File: config.mk
export PLATFORM = sky130hd
export DESIGN_NAME = approx_umul_pipe
export DESIGN_NICKNAME = d
export VERILOG_FILES = /design/src/rtl/approx_umul_pipe.sv
export SDC_FILE = /design/constraint.sdc
export NUM_CORES = 1
export LEC_CHECK = 0
export ABC_AREA = 1
export BUFFER_PORTS_ARGS = -buffer_cell sky130_fd_sc_hd__buf_2
export CELL_PAD_IN_SITES_DETAIL_PLACEMENT = 1
export CELL_PAD_IN_SITES_GLOBAL_PLACEMENT = 2
export CORE_MARGIN = 3
export CORE_UTILIZATION = 32
export CTS_CLUSTER_DIAMETER = 150
export CTS_CLUSTER_SIZE = 40
export DETAILED_ROUTE_END_ITERATION = 10
export PLACE_DENSITY_LB_ADDON = 0.1
export SLEW_MARGIN = 30
export SYNTH_ARGS = -nofsm -noshare
export SYNTH_HDL_FRONTEND = slang
export SYNTH_SLANG_ARGS = --single-unit
File: constraint.sdc
create_clock -name clk -period 1.6 [get_ports clk]
set_input_delay 0.16 -clock clk [delete_from_list [all_inputs] [get_ports clk]]
set_output_delay 0.16 -clock clk [all_outputs]
set_load 0.03 [all_outputs]
File: src/rtl/approx_umul_pipe.sv
// Pipelined unsigned approximate multiplier with a per-beat exact/approx select and valid/ready streaming.
// Optional error statistics (shadow exact product, err_sum/err_cnt) are built when ERR_STAT_EN is defined.
module approx_umul_pipe #(
  parameter int WIDTH  = 8,
  parameter int TRUNC  = 6,
  parameter int STAGES = 2,
  parameter int CNT_W  = 16
) (
  input  logic                      clk,
  input  logic                      rst_n,
  input  logic                      in_valid,
  output logic                      in_ready,
  input  logic [WIDTH-1:0]          x,
  input  logic [WIDTH-1:0]          y,
  input  logic                      mode,
  output logic                      out_valid,
  input  logic                      out_ready,
  output logic [2*WIDTH-1:0]        z,
  output logic                      out_mode,
  input  logic                      stat_clr,
  output logic [2*WIDTH+CNT_W-1:0]  err_sum,
  output logic [CNT_W-1:0]          err_cnt
);

  localparam int PW  = 2 * WIDTH;
  localparam int SW  = PW + CNT_W;
  localparam int SW1 = SW + 1;
  localparam int L   = STAGES - 1;
  localparam logic [PW-1:0] APPROX_MASK = {PW{1'b1}} << TRUNC;

  // Handshake: a stage advances when it holds a beat and its successor can take it.
  // nxt_ok[k] means stage k can accept a beat this cycle; nxt_ok[STAGES] is the consumer.
  logic [STAGES-1:0] valid_q, valid_d;
  logic [STAGES-1:0] adv, load;
  logic [STAGES:0]   nxt_ok;

  always_comb begin
    adv            = '0;
    nxt_ok         = '0;
    nxt_ok[STAGES] = out_ready;
    for (int k = STAGES - 1; k >= 0; k--) begin
      adv[k]    = valid_q[k] && nxt_ok[k+1];
      nxt_ok[k] = !valid_q[k] || adv[k];
    end
  end

  assign in_ready = nxt_ok[0];

  always_comb begin
    load    = '0;
    load[0] = in_valid && in_ready;
    for (int k = 1; k < STAGES; k++) begin
      load[k] = adv[k-1];
    end
    for (int k = 0; k < STAGES; k++) begin
      valid_d[k] = load[k] || (valid_q[k] && !adv[k]);
    end
  end

  // Carry-save reduction of the (optionally column-masked) partial-product rows.
  logic [PW-1:0] cs_s, cs_c, row, t_s, pp_mask;

  always_comb begin
    cs_s    = '0;
    cs_c    = '0;
    row     = '0;
    t_s     = '0;
    pp_mask = mode ? {PW{1'b1}} : APPROX_MASK;
    for (int j = 0; j < WIDTH; j++) begin
      row  = y[j] ? (PW'(x) << j) : '0;
      row  = row & pp_mask;
      t_s  = cs_s ^ cs_c ^ row;
      cs_c = ((cs_s & cs_c) | (cs_s & row) | (cs_c & row)) << 1;
      cs_s = t_s;
    end
  end

  // Stage data. The last stage stores the resolved product in sum_q; earlier stages keep sum/carry.
  logic [PW-1:0]     sum_q [STAGES];
  logic [PW-1:0]     sum_d [STAGES];
  logic [PW-1:0]     car_q [STAGES];
  logic [PW-1:0]     car_d [STAGES];
  logic [STAGES-1:0] mode_q, mode_d;
  logic [PW-1:0]     src_s [STAGES];
  logic [PW-1:0]     src_c [STAGES];
  logic [STAGES-1:0] src_m;

  always_comb begin
    src_s[0] = cs_s;
    src_c[0] = cs_c;
    src_m    = '0;
    src_m[0] = mode;
    for (int k = 1; k < STAGES; k++) begin
      src_s[k] = sum_q[k-1];
      src_c[k] = car_q[k-1];
      src_m[k] = mode_q[k-1];
    end
    for (int k = 0; k < STAGES; k++) begin
      sum_d[k]  = sum_q[k];
      car_d[k]  = car_q[k];
      mode_d[k] = mode_q[k];
      if (load[k]) begin
        mode_d[k] = src_m[k];
        if (k == L) begin
          sum_d[k] = src_s[k] + src_c[k];
          car_d[k] = '0;
        end else begin
          sum_d[k] = src_s[k];
          car_d[k] = src_c[k];
        end
      end
    end
  end

  always_ff @(posedge clk or negedge rst_n) begin
    if (!rst_n) begin
      valid_q <= '0;
      mode_q  <= '0;
      for (int k = 0; k < STAGES; k++) begin
        sum_q[k] <= '0;
        car_q[k] <= '0;
      end
    end else begin
      valid_q <= valid_d;
      mode_q  <= mode_d;
      for (int k = 0; k < STAGES; k++) begin
        sum_q[k] <= sum_d[k];
        car_q[k] <= car_d[k];
      end
    end
  end

  assign out_valid = valid_q[L];
  assign z         = sum_q[L];
  assign out_mode  = mode_q[L];

`ifdef ERR_STAT_EN
  // Shadow exact product travels with each beat so the error is known at the output transfer.
  logic [PW-1:0]    ex_q [STAGES];
  logic [PW-1:0]    ex_d [STAGES];
  logic [SW-1:0]    err_sum_q, err_sum_d;
  logic [CNT_W-1:0] err_cnt_q, err_cnt_d;
  logic [PW-1:0]    diff;
  logic [SW1-1:0]   sum_ext;

  always_comb begin
    for (int k = 0; k < STAGES; k++) begin
      ex_d[k] = ex_q[k];
      if (load[k]) begin
        ex_d[k] = (k == 0) ? PW'(x) * PW'(y) : ex_q[(k == 0) ? 0 : k-1];
      end
    end
  end

  always_comb begin
    diff      = ex_q[L] - sum_q[L];
    sum_ext   = {1'b0, err_sum_q} + SW1'(diff);
    err_sum_d = err_sum_q;
    err_cnt_d = err_cnt_q;
    if (out_valid && out_ready && !out_mode) begin
      err_sum_d = sum_ext[SW] ? {SW{1'b1}} : sum_ext[SW-1:0];
      err_cnt_d = (&err_cnt_q) ? err_cnt_q : err_cnt_q + 1'b1;
    end
    if (stat_clr) begin
      err_sum_d = '0;
      err_cnt_d = '0;
    end
  end

  always_ff @(posedge clk or negedge rst_n) begin
    if (!rst_n) begin
      err_sum_q <= '0;
      err_cnt_q <= '0;
      for (int k = 0; k < STAGES; k++) begin
        ex_q[k] <= '0;
      end
    end else begin
      err_sum_q <= err_sum_d;
      err_cnt_q <= err_cnt_d;
      for (int k = 0; k < STAGES; k++) begin
        ex_q[k] <= ex_d[k];
      end
    end
  end

  assign err_sum = err_sum_q;
  assign err_cnt = err_cnt_q;
`else
  assign err_sum = '0;
  assign err_cnt = '0;
`endif

endmodule
==> metrics.md <==
| Metric | Value |
|---|---|
| WS Path Type | `primary input to register` |
| Max Clk Rate | `282 MHz` |
| YS warnings | `0` |
| Post-placement cell area | `4060 um2` |
| DR WL/cell | `12.0 um` |
| Row count | `38` |
| Grt total ovfl | `0` |
| Placed instance count | `644` |
| Avg Vias per Cell | `4.17` |
| Max H-tree Level | `2` |
| Initial detailed-routing violation count | `98` |
| Pwr per Cell Area | `1200 nW/um2` |
| Sequential power share | `0.297` |
| CTS Buffer Depth | `2` |
| Slew headroom | `0.640` |
| Pint | `0.00308 W` |
| Net Sw Power | `0.00221 W` |
| Synth Instances | `458` |
| Worst Setup Slack, final | `-1.94 ns` |
| Antenna Nets Post-Route | `0` |
| Area delta synth->final | `17.9%` |
| Mean post-synth cell area | `8.19 um2` |
| Nets | `593` |
| Fin cells | `655` |
| Most common library cell in the layout ignoring fill and taps | `nand2_1` |
| RSZ-0062 raised after global routing | `yes` |
| Clock power share | `0.213` |
| Most frequent cells in the layout | `nand2_1, inv_1, conb_1` |
| Final Hold Fails | `0` |
| Largest net degree at the start of global routing | `43` |
| Reg2reg path depth | `10` |
| Dpl hpwl | `6.52 mm` |
| Final Max Slew Viols | `0` |
| WP data arrival | `3.72 ns` |
| Critical Path Fanout Max | `4` |
| CTS tree | `yes` |
| First-pass detailed-route iteration total | `4` |
| Kind of start point of the critical path | `primary input` |
| Final period util | `2.21` |
| FILL cells | `1,362` |
| Worst-margin pin slew | `0.540 ns` |
| Leak pwr | `2.39 nW` |
| Gr usage total | `0.124` |
| Sw frac | `0.417` |
| Die Y | `114 um` |
| Post-synthesis sequential area ratio | `0.280` |
| DRC | `0` |
| Number of port buffers | `39` |
| Die area | `13,100 um2` |
| CTS buffer count | `5` |
| Hold Path Depth | `3` |
| Worst skew pair latency | `0.28 ns` |
| Placer congestion estimate | `0.750` |
| Core footprint | `11,100 um2` |
| Comb pwr share | `0.490` |
| Clk_skew | `0.00586 ns` |
| Hold Path Class | `primary input to register` |
| Peak supply drop | `0.000643 V` |
| Multi-input logic area | `2280 um2` |
| Global-route wire length before repair | `13.4 mm` |
| CP Capture Type | `register` |
| Setup Viol. Count Final | `18` |
| CTS root buf | `clkbuf_16` |
| Status | `complete, but fails checks` |
| Fin area | `4420 um2` |
| Distinct cells, synth | `23` |
| Ant. Diodes | `0` |
| FF/Latch Area | `1050 um2` |
| #FFs+latches synth | `42` |
| Synth Cell Area | `3750 um2` |
| Share of layout cells above drive strength 1 | `0.291` |
| Initial antenna violation count | `0` |
| Drt total wl | `7.84 mm` |
| Violated checks | `negative setup slack` |
| Routed vias | `2,730` |
| # IOs | `89` |
| Vias in the first global route | `2,853` |
| Maximum capacitance violations | `0` |
| CTS clk-pin slew, worst paths | `0.06 ns` |
| Req. time, crit path | `1.77 ns` |
| Initial Utilization | `0.337` |
| Die width | `114 um` |
| Sink Count | `42` |
| Final period demand of the worst path | `3.54 ns` |
==> cells by family (layout without fill, tap and decap cells) <==
family / Yosys count / in the layout / share of synthesized area
flip-flops: 42 / 42 / 0.280
AND/OR/NAND/NOR: 197 / 197 / 0.212
buffers and inverters: 143 / 153 / 0.202
AO/OA/AOI/OAI: 18 / 18 / 0.0283
other: 1 / 48 / 0.000999
adder cells (fa/ha/maj): 57 / 57 / 0.276
==> Yosys cell counts, drive strengths merged <==
library cell / count / area share
a31oi: 2 / 0.0033
inv: 79 / 0.080
conb: 1 / 0.0010
buf: 55 / 0.11
ha: 14 / 0.047
nand2: 158 / 0.16
nor2: 16 / 0.016
nand3: 21 / 0.029
nor3b: 1 / 0.0020
fa: 43 / 0.23
o31ai: 1 / 0.0020
clkbuf: 9 / 0.0090
nand3b: 1 / 0.0020
a21oi: 4 / 0.0053
o21ai: 11 / 0.018
dfrtp: 42 / 0.28
==> final cells by class <==
cell class                      count  area share
Clock buffer                        6      0.0291
Clock inverter                      2     0.00848
Inverter                           79      0.0682
Multi-Input combinational cell    320       0.516
Sequential cell                    42       0.238
Tap cell                          140      0.0396
Timing Repair Buffer               66       0.102
==> state kept, by name (all words and copies together) (netlist names) <==
name     cells
z           16
src_s       15
car_q        7
mode_q       2
valid_q      2
==> critical path: stages <==
cell and delay (ns):
buf_8 0.11, nand2_2 0.06, inv_2 0.04, ha_4 0.23, inv_2 0.05, fa_2 0.43, fa_2 0.55, fa_2 0.45
fa_2 0.55, inv_2 0.04, fa_2 0.52, fa_1 0.40, nand2_1 0.08, nand2_1 0.05
==> routing by layer <==
layer | track usage | vias to the layer above | routed length [um]
li1 | - | 1361 | -
met1 | 0.175 | 1306 | 3680
met2 | 0.205 | 58 | 3770
met3 | 0.0116 | 5 | 294
met4 | 0.0333 | 0 | 87
met5 | 0 | - | 0
==> stage by stage <==
stage	TNS, ns	utilization	power, W	hold slack [ns]	worst slack, ns
2_1_floorplan	-28.14	-	0.00343	-0.136	-2.06
3_3_place_gp	-31.26	0.365	0.00395	0.268	-2.19
3_5_place_dp	-31.88	0.365	0.00400	0.275	-2.26
4_1_cts	-23.90	0.393	0.00526	0.126	-1.94
5_1_grt	-25.89	0.398	0.00582	0.163	-2.02
6_report	-24.01	0.398	0.00529	0.129	-1.94
==> path summary, 6_finish.rpt <==
kind,start,to,slack (ns)
max in group asynchronous,rst_n,src_s[3],0.75
min in group asynchronous,rst_n,z[13],0.48
worst max-delay path,y[1],src_s[7],-1.94
worst min-delay path,in_valid,valid_q[0],0.13
worst min register to register,mode_q[0],mode_q[1],0.46
worst max register to register,src_s[8],z[14],0.02
==> timing repair <==
item                                    in CTS  in global routing
hold buffers                                 1                  0
endpoints found under the setup margin      20                 21
resized for setup                           55                 15
gates cloned                                 0                  0
hold endpoints to repair                    42                  0
pin swaps                                   13                 10
buffers inserted                             0                  2
==> power groups by stage <==
stage | registers, W | clock network [W] | logic (W)
floorplan | 0.00185 | 0 | 0.00157
global placement | 0.00157 | 0 | 0.00238
detailed placement | 0.00158 | 0 | 0.00242
CTS | 0.00156 | 0.00117 | 0.00253
global route | 0.00162 | 0.00122 | 0.00298
finish | 0.00157 | 0.00113 | 0.00259
Power figures use the tool's default switching activity.
